`src/rtl/calculator_top.sv`:
```
// 16-bit signed four-function keypad calculator: keypad scan/debounce/decode plus operand/operator sequencer.
// Optional macro DIVIDE_KEY_EN enables key 15 as signed divide; otherwise key 15 is acknowledged and ignored.

module input_ctrl #(
  parameter int unsigned SCAN_DWELL      = 16,
  parameter int unsigned DEBOUNCE_CYCLES = 2
) (
  input  logic       clk,
  input  logic       nRST,
  input  logic [3:0] RowIn,
  output logic [3:0] ColOut,
  output logic       o_key_valid,
  output logic [3:0] o_key
);
  localparam int unsigned DW = $clog2(SCAN_DWELL + 1);
  localparam int unsigned CW = $clog2(DEBOUNCE_CYCLES + 1);

  typedef enum logic [1:0] {SCAN = 2'd0, DEBOUNCE = 2'd1, DECODE = 2'd2, HOLD = 2'd3} state_t;

  state_t        state;
  logic [DW-1:0] r_dwell;
  logic [CW-1:0] r_cnt;
  logic [3:0]    r_row;
  logic [1:0]    w_col_idx;
  logic [1:0]    w_row_idx;

  always_comb begin
    w_col_idx = 2'd0;
    unique case (ColOut)
      4'b1101: w_col_idx = 2'd1;
      4'b1011: w_col_idx = 2'd2;
      4'b0111: w_col_idx = 2'd3;
      default: w_col_idx = 2'd0;
    endcase
  end

  // Lowest-numbered active row wins when several rows read low.
  always_comb begin
    w_row_idx = 2'd3;
    if      (!r_row[0]) w_row_idx = 2'd0;
    else if (!r_row[1]) w_row_idx = 2'd1;
    else if (!r_row[2]) w_row_idx = 2'd2;
  end

  always_ff @(posedge clk or negedge nRST) begin
    if (!nRST) begin
      state       <= SCAN;
      ColOut      <= 4'b1110;
      r_dwell     <= '0;
      r_cnt       <= '0;
      r_row       <= '1;
      o_key_valid <= 1'b0;
      o_key       <= '0;
    end else begin
      unique case (state)
        SCAN: begin
          if (RowIn != 4'b1111) begin
            r_row <= RowIn;
            r_cnt <= '0;
            state <= DEBOUNCE;
          end else if (r_dwell == DW'(SCAN_DWELL - 1)) begin
            r_dwell <= '0;
            ColOut  <= {ColOut[2:0], ColOut[3]};
          end else begin
            r_dwell <= r_dwell + 1'b1;
          end
        end
        DEBOUNCE: begin
          if (RowIn == 4'b1111 || RowIn != r_row) begin
            r_dwell <= '0;
            state   <= SCAN;
          end else if (r_cnt == CW'(DEBOUNCE_CYCLES - 1)) begin
            state <= DECODE;
          end else begin
            r_cnt <= r_cnt + 1'b1;
          end
        end
        DECODE: begin
          o_key       <= {w_row_idx, w_col_idx};
          o_key_valid <= 1'b1;
          r_cnt       <= '0;
          state       <= HOLD;
        end
        HOLD: begin
          if (RowIn == 4'b1111) begin
            if (r_cnt == CW'(DEBOUNCE_CYCLES - 1)) begin
              o_key_valid <= 1'b0;
              r_dwell     <= '0;
              state       <= SCAN;
            end else begin
              r_cnt <= r_cnt + 1'b1;
            end
          end else begin
            r_cnt <= '0;
          end
        end
        default: state <= SCAN;
      endcase
    end
  end
endmodule

module gencon (
  input  logic        clk,
  input  logic        nRST,
  input  logic        i_key_valid,
  input  logic [3:0]  i_key,
  output logic [15:0] o_display,
  output logic        o_complete
);
  typedef enum logic [2:0] {OP_NONE, OP_ADD, OP_SUB, OP_MUL, OP_DIV} op_t;

  logic        key_read;
  logic [15:0] r_a;
  logic [15:0] r_b;
  op_t         r_op;
  logic        r_on_b;
  logic        r_b_ent;

  logic        w_is_digit;
  logic [3:0]  w_digit;
  logic        w_is_op;
  op_t         w_new_op;
  logic [15:0] w_alu;
  logic [15:0] w_a_next;
  logic [15:0] w_b_next;

  always_comb begin
    w_is_digit = 1'b0;
    w_digit    = 4'd0;
    w_is_op    = 1'b0;
    w_new_op   = OP_NONE;
    if (i_key == 4'd13) begin
      w_is_digit = 1'b1;
    end else if (i_key[3:2] != 2'd3 && i_key[1:0] != 2'd3) begin
      w_is_digit = 1'b1;
      w_digit    = 4'(i_key[3:2] * 2'd3) + 4'(i_key[1:0]) + 4'd1;
    end
    unique case (i_key)
      4'd3:  begin w_is_op = 1'b1; w_new_op = OP_ADD; end
      4'd7:  begin w_is_op = 1'b1; w_new_op = OP_SUB; end
      4'd11: begin w_is_op = 1'b1; w_new_op = OP_MUL; end
`ifdef DIVIDE_KEY_EN
      4'd15: begin w_is_op = 1'b1; w_new_op = OP_DIV; end
`endif
      default: ;
    endcase
  end

  always_comb begin
    w_a_next = r_a * 16'd10 + {12'd0, w_digit};
    w_b_next = r_b * 16'd10 + {12'd0, w_digit};
    unique case (r_op)
      OP_ADD:  w_alu = r_a + r_b;
      OP_SUB:  w_alu = r_a - r_b;
      OP_MUL:  w_alu = r_a * r_b;
`ifdef DIVIDE_KEY_EN
      OP_DIV:  w_alu = (r_b == '0) ? '0 : 16'($signed(r_a) / $signed(r_b));
`endif
      default: w_alu = r_a;
    endcase
  end

  always_ff @(posedge clk or negedge nRST) begin
    if (!nRST) begin
      key_read   <= 1'b0;
      r_a        <= '0;
      r_b        <= '0;
      r_op       <= OP_NONE;
      r_on_b     <= 1'b0;
      r_b_ent    <= 1'b0;
      o_display  <= '0;
      o_complete <= 1'b0;
    end else if (!i_key_valid) begin
      key_read <= 1'b0;
    end else if (!key_read) begin
      key_read <= 1'b1;
      if (w_is_digit) begin
        if (o_complete) begin
          r_a        <= {12'd0, w_digit};
          r_b        <= '0;
          r_op       <= OP_NONE;
          r_on_b     <= 1'b0;
          r_b_ent    <= 1'b0;
          o_complete <= 1'b0;
          o_display  <= {12'd0, w_digit};
        end else if (r_on_b) begin
          r_b       <= w_b_next;
          r_b_ent   <= 1'b1;
          o_display <= w_b_next;
        end else begin
          r_a       <= w_a_next;
          o_display <= w_a_next;
        end
      end else if (w_is_op) begin
        // After equals the result already lives in A, so only chaining needs evaluation.
        if (o_complete) begin
          o_complete <= 1'b0;
        end else if (r_b_ent && r_op != OP_NONE) begin
          r_a       <= w_alu;
          o_display <= w_alu;
        end
        r_op    <= w_new_op;
        r_b     <= '0;
        r_on_b  <= 1'b1;
        r_b_ent <= 1'b0;
      end else if (i_key == 4'd12) begin
        if (!o_complete) begin
          r_a        <= w_alu;
          o_display  <= w_alu;
          o_complete <= 1'b1;
        end
      end else if (i_key == 4'd14) begin
        r_a        <= '0;
        r_b        <= '0;
        r_op       <= OP_NONE;
        r_on_b     <= 1'b0;
        r_b_ent    <= 1'b0;
        o_display  <= '0;
        o_complete <= 1'b0;
      end
    end
  end
endmodule

module calculator_top #(
  parameter int unsigned SCAN_DWELL      = 16,
  parameter int unsigned DEBOUNCE_CYCLES = 2
) (
  input  logic        clk,
  input  logic        nRST,
  input  logic [3:0]  RowIn,
  output logic [3:0]  ColOut,
  output logic [15:0] display_output,
  output logic        complete
);
  logic       w_key_valid;
  logic [3:0] w_key;

  input_ctrl #(
    .SCAN_DWELL      (SCAN_DWELL),
    .DEBOUNCE_CYCLES (DEBOUNCE_CYCLES)
  ) input_ctrl_inst (
    .clk         (clk),
    .nRST        (nRST),
    .RowIn       (RowIn),
    .ColOut      (ColOut),
    .o_key_valid (w_key_valid),
    .o_key       (w_key)
  );

  gencon gencon_inst (
    .clk         (clk),
    .nRST        (nRST),
    .i_key_valid (w_key_valid),
    .i_key       (w_key),
    .o_display   (display_output),
    .o_complete  (complete)
  );
endmodule

```
`config.mk`:
```
export PLATFORM = sky130hd
export DESIGN_NAME = calculator_top
export DESIGN_NICKNAME = d
export VERILOG_FILES = /design/src/rtl/calculator_top.sv
export SDC_FILE = /design/constraint.sdc
export NUM_CORES = 1
export LEC_CHECK = 0
export ABC_AREA = 1
export ABC_CLOCK_PERIOD_IN_PS = 5500
export CORE_MARGIN = 10
export CORE_UTILIZATION = 55
export CTS_BUF_LIST = sky130_fd_sc_hd__clkbuf_8 sky130_fd_sc_hd__clkbuf_16
export CTS_CLUSTER_DIAMETER = 150
export CTS_CLUSTER_SIZE = 8
export DETAILED_ROUTE_END_ITERATION = 6
export HOLD_SLACK_MARGIN = 0.03
export PLACE_DENSITY = 0.78
export SYNTH_ARGS = -nofsm -noshare
export SYNTH_HDL_FRONTEND = slang
export SYNTH_HIERARCHICAL = 1
export SYNTH_SLANG_ARGS = --single-unit
```
`constraint.sdc`:
```
create_clock -name clk -period 5.5 [get_ports clk]
set_clock_uncertainty 0.15 [all_clocks]
set_input_delay 1.375 -clock clk [delete_from_list [all_inputs] [get_ports clk]]
set_output_delay 1.375 -clock clk [all_outputs]
set_load 0.01 [all_outputs]
```
After elaboration in Yosys (flattened, before gate mapping):

Cells that the tools add are included.

* register bits: 77
* input bits: 6

* add/subtract/negate cells: 8
* $mul: 4
* equality and inequality tests: 36
* mux-type cells: 66
* bitwise gates (word level): 2
* reduce and logical (&&, ||, !) cells: 21

Operators with widths (count)
* 2-to-1 mux 16 bit: 17
* case mux 16 bit (3 select lines): 1
* adder 16 x 4 -> 16 bit: 2
* multiplier 16 x 3 -> 15 bit (second input constant): 2
* equality test 4 bit (second input constant): 7
* 2-to-1 mux 5 bit: 5
* 2-to-1 mux 2 bit: 11
* 2-to-1 mux 1 bit: 19
* adder 16 bit: 1
* multiplier 16 x 16 -> 16 bit: 1
* case mux 2 bit (4 select lines): 2
* subtractor 16 bit: 1
* 2-to-1 mux 3 bit: 5
* case mux 5 bit (3 select lines): 1
* AND reduction 5 bit: 3
* case mux 2 bit (3 select lines): 2
* inequality test 2 x 1 -> 1 bit (second input constant): 5
* inequality test 3 x 1 -> 1 bit (second input constant): 3
* AND reduction 3 bit: 3
* nonzero test 3 bit: 3
* equality test 4 x 3 -> 1 bit (second input constant): 2
* 2-to-1 mux 4 bit: 2
* inequality test 2 bit (second input constant): 4
* AND reduction 7 bit: 1
* other kinds (26): 34

Depth between registers and ports, before layout:

* depth in word-level cells: 9
* gate-level depth with buffers: 29
* mapped depth without buffers: 27

Hierarchy:

The synthesis kept the hierarchy.

Modules (own cells, without submodules)
* gencon: times used 1, cells an instance 1669, area each 10915.5 µm², seq. area each 1351.3 µm²
* input_ctrl: times used 1, cells an instance 150, area each 1247.4 µm², seq. area each 559.3 µm²

Worst setup path before layout:

Ideal clock, no wire load.

* path type: flip-flop to flip-flop
* from: register gencon_inst.r_b[1]
* to: register gencon_inst.o_display[15]
* arrival: 5463 ps
* required time: 5228 ps
* setup slack: -236 ps
* stages on the path, launching flop included: 27
* path buffers: 2
* cell sequence: dfrtp_1 > buf_2 > buf_1 > nand2_1 > fa_1 > fa_1 > inv_1 > fa_1 > fa_1 > fa_1 > inv_1 > fa_1 > inv_1 > ha_1 > inv_1 > o21ai_0 > nor2_1 > nand3_1 > nand2_1 > nand2_1 > a21o_1 > inv_1 > nand2_1 > nand3_1 > nand3_1 > nand2_1 > a21oi_1

* longest elaborated chain between the ends: 6
* elaborated cells between the ends (all ways): 14
* classes of those cells: 3 x add/sub; 2 x mul; 9 x mux

RTL lines
* start, declared: line 115 `logic [15:0] r_b;`
* start signal, assigned: line 188 `r_b <= w_b_next;`
* branches (longest 5 deep; another with multiplier 16 x 3 -> 15 bit)
* 2-to-1 mux 16 bit *: line 178 `if (w_is_digit) begin`
* end signal, assigned: line 193 `o_display <= w_a_next;`
* end signal, assigned: line 201 `o_display <= w_alu;`
* end signal, assigned: line 210 `o_display <= w_alu;`
* end, declared: line 108 `output logic [15:0] o_display,`

Every way passes the cells marked *. The select of a mux whose other input is x is not followed.
A chain may end at the register's enable or synchronous reset.

Worst setup path in the final report:

* from: register gencon_inst.r_a[8]
* to: register gencon_inst.o_display[14]

* longest elaborated chain between the ends: 6
* elaborated cells between the ends (all ways): 14
* classes of those cells: 3 x add/sub; 2 x mul; 9 x mux

RTL lines
* start, declared: line 114 `logic [15:0] r_a;`
* start signal, assigned: line 180 `r_a <= {12'd0, w_digit};`
* start signal, assigned: line 192 `r_a <= w_a_next;`
* start signal, assigned: line 200 `r_a <= w_alu;`
* branches (longest 5 deep; another with multiplier 16 x 3 -> 15 bit)
* 2-to-1 mux 16 bit *: line 178

Marked as above.

==> key figures <==
Critical path
  • Critical Path RT: 5.60 ns
  • Worst R2R End: gencon_inst/o_display[14]$_DFFE_PN0P_
  • WP buf/inv: 7
  • Worst-path fanout max: 6
  • Worst Path Arrival: 5.65 ns
  • FF-to-FF Start: gencon_inst/r_a[8]$_DFFE_PN0P_
  • Family with the most delay on the worst path: adder cells
  • Worst setup path class: reg -> reg
  • Startpoint Class: flop
  • Max incr delay on CP: 0.53 ns
  • Highest-delay cell along the critical path: fa_1
  • Cell depth of the worst flop-to-flop path: 25
  • Most used cell along the critical path: fa_1
  • Worst reg2reg setup slack: -0.06 ns
  • Crit. End Element: flop

GRT
  • Global-route usage over all layers: 25.3%
  • Antenna violations before repair: 1
  • Vias in the first global route: 11800
  • Largest net degree at the start of global routing: a little under 80
  • Remaining Overflow, GRT: 0
  • First-pass GRT wire length: between 50 and 60 mm

Clock network
  • Clock Tree Buf Depth: 2
  • Clock-pin transition on the worst setup and hold timing paths: 0.07 ns
  • CTS tree: done
  • CTS root buffer: clkbuf_16
  • CTS Sinks: 76
  • H-tree depth: 3
  • CTS Buf Count: 9
  • CTS Hold Buffers Added: 0
  • Worst-Skew Late Latency: 0.35 ns

Placement
  • Area after DPL: roughly 13000 sq um
  • Inst Count DP: 2157
  • GPL Wtd Cong: 1.00
  • Port Buffers: 26
  • DP HPWL: 29.7 mm

Final layout
  • Non-filler cells, final: 2185
  • Commonest non-fill, non-tap cell in the layout: nand2_1
  • Share of post-route cells with drive strength above 1: 13.8%
  • Commonest cells after routing, fill and taps aside: 500 x nand2_1, 370 x inv_1, 124 x ha_1
  • Core Util, Final: 64.0%
  • Non-Filler Cell Area, Final: around 14000 sq um
  • Fin nets: ~2100
  • # diodes: 0
  • Area growth from synthesis to layout: 14.9%

Die
  • DIE HEIGHT: 169 um
  • Std cell rows: 54
  • I/O pin cnt: 27
  • Core footprint: between 20000 and 25000 sq um
  • Initial Util: 55.7%
  • Die width: 169 um
  • Die area: 28500 sq um

Synthesis
  • Yosys cell types: 56
  • Dominant cell type by area after synthesis: nand2_1
  • Seq cells post-synth: 76
  • Syn nets: 2046
  • Average cell area after synthesis: about 6.7 sq um
  • Largest cells by area after synthesis: nand2_1 16%, fa_1 14%, dfrtp_1 14%
  • Mapped Cells: 1819
  • Post-synth EDFFs: 0
  • Seq/Total Area, Yosys: between 10% and 20%
  • Async SR Flop Fraction: between 90% and 100%
  • Top_reg_cell synth: dfrtp_1
  • Area share of the largest cell type after synthesis: 15.9%
  • Synth warn: 6
  • Mapped Area: 12200 sq um

Drt
  • DRC viols: 0
  • Vias post-DR: approximately 12000
  • Final WL: 37.4 mm
  • DR iter-0 viols: ~1400
  • Wire length per cell: 17.1 um
  • Via density: 5.60
  • DRT Pass-1 Iters: 7
  • Antenna Violating Nets Remaining: 0

Flow run
  • Max Cap Violations: 0

Timing
  • Period Utilization, post-route: 101%
  • Setup TNS: -0.115 ns
  • Unrepaired setup endpoints after global routing: yes
  • Max Freq: 180 MHz
  • Relative slew slack: 29.4%
  • Final WS setup: -0.0566 ns
  • Final Setup Violations: 3
  • Min Hold Slack: 0.295 ns
  • Worst-margin pin slew: 1.06 ns
  • Final Hold Fails: 0
  • Fin crit period: 5.56 ns
  • Max-slew violation count: 0

Worst hold path
  • Hold Path Depth: 0
  • Hold EP: gencon_inst/key_read$_DFF_PN0_
  • Min-delay src: input_ctrl_inst/o_key_valid$_DFFE_PN0P_
  • Worst min path class: reg -> reg

Power and ir drop
  • Maximum VDD drop: 0.571 mV
  • Leak: 7.82 nW
  • Pwr/cell area: roughly 370 nW/um^2

Outcome
  • Status: finished with violations
  • Failing checks: negative setup slack
## layout make-up
type	count	area, sq um
Clock buffer	9	225
Clock inverter	7	76.3
Fill cell	1900	7850
Inverter	399	1500
Multi-Input combinational cell	1295	8890
Sequential cell	76	1930
Tap cell	280	350
Timing Repair Buffer	119	1000
## synthesized netlist by cell type (27+ instances only)
master      n
nand2_1   515
inv_1     387
ha_1      134
nand3_1   113
nor2_1    110
fa_1       87
a21oi_1    69
dfrtp_1    69
o21ai_0    63
xor2_1     30
clkbuf_1   27
## power breakdown
group | total [mW] | internal, mW | leakage, nW | switching, mW
logic | 3.54 | 1.28 | 6.73 | 2.27
clock network | 0.619 | 0.354 | 0.147 | 0.265
registers | 0.950 | 0.739 | 0.938 | 0.211
## cells by family after synthesis
logic type               Yosys count  synth area share [%]
flip-flops                        76                  15.7
XOR/XNOR                          43                  3.22
buffers and inverters            448                  14.1
AND/OR/NAND/NOR                  820                  28.9
AO/OA/AOI/OAI                    210                  9.93
adder cells (fa/ha/maj)          221                  28.1
multiplexers                       1                0.0823
## routing by layer
layer,track usage (%),vias up,part of all wire [%]
met2,41.2,577,46
met4,12.3,2,4.5
met3,4.56,125,9.3
met1,31.8,5710,40
met5,0,-,0.040
li1,-,5821,-
## state kept, by name, indices dropped and copies added (netlist names), named ones only
register / cells
gencon_inst/key_read: 1
gencon_inst/o_display: 16
input_ctrl_inst/r_cnt: 2
input_ctrl_inst/o_key_valid: 1
gencon_inst/o_complete: 1
gencon_inst/r_b_ent: 1
input_ctrl_inst/r_row: 4
gencon_inst/r_b: 16
input_ctrl_inst/state: 1
input_ctrl_inst/r_dwell: 5
gencon_inst/r_a: 16
input_ctrl_inst/ColOut: 4
gencon_inst/r_op: 2
input_ctrl_inst/o_key: 4
gencon_inst/r_on_b: 1
## timing repair
action / CTS / global route
endpoints found under the setup margin: 13 / 16
setup buffers: 4 / 8
resized for setup: 30 / 94
pin swaps: 12 / 63
## metrics by stage
stage | total power, mW | setup slack (ns)
after floorplan | 3.19 | 0.000596
after global placement | 4.24 | -0.185
after detailed placement | 4.28 | -0.232
after CTS | 4.96 | -0.00562
after global routing | 5.54 | -0.216
final | 5.11 | -0.0566
## worst max-delay path by stage
| stage | startpoint | endpoint | slack [ns] | depth (start not counted) |
|---|---|---|---|---|
| after floorplan | gencon_inst/r_b[4]$_DFFE_PN0P_ | gencon_inst/o_display[15]$_DFFE_PN0P_ | 0.0006 | 28 |
| after global placement | gencon_inst/r_a[8]$_DFFE_PN0P_ | gencon_inst/o_display[14]$_DFFE_PN0P_ | -0.19 | 25 |
| after detailed placement | gencon_inst/r_a[8]$_DFFE_PN0P_ | gencon_inst/r_a[15]$_DFFE_PN0P_ | -0.23 | 24 |
| after CTS | gencon_inst/r_a[8]$_DFFE_PN0P_ | gencon_inst/o_display[15]$_DFFE_PN0P_ | -0.006 | 25 |
| after global routing | gencon_inst/r_b[5]$_DFFE_PN0P_ | gencon_inst/o_display[14]$_DFFE_PN0P_ | -0.22 | 25 |
| final | gencon_inst/r_a[8]$_DFFE_PN0P_ | gencon_inst/o_display[14]$_DFFE_PN0P_ | -0.06 | 25 |
## worst register-to-register path: stages (launching register included)
cell      delay (ns)
dfrtp_2         0.49
buf_6           0.15
nand2_1         0.06
inv_1           0.06
fa_1            0.49
inv_1           0.06
fa_1            0.48
inv_1           0.05
fa_1            0.46
fa_1            0.52
fa_1            0.53
inv_2           0.04
fa_1            0.52
inv_2           0.06
ha_4            0.29
inv_4           0.04
nor3_4          0.19
nand3_1         0.09
nand3_1         0.11
a21oi_1         0.07
o21ai_1         0.11
nand3_1         0.11
o211ai_1        0.13
nand2_1         0.08
nand2_1         0.06
nand2_1         0.05
(Power assumes the default switching activity.)
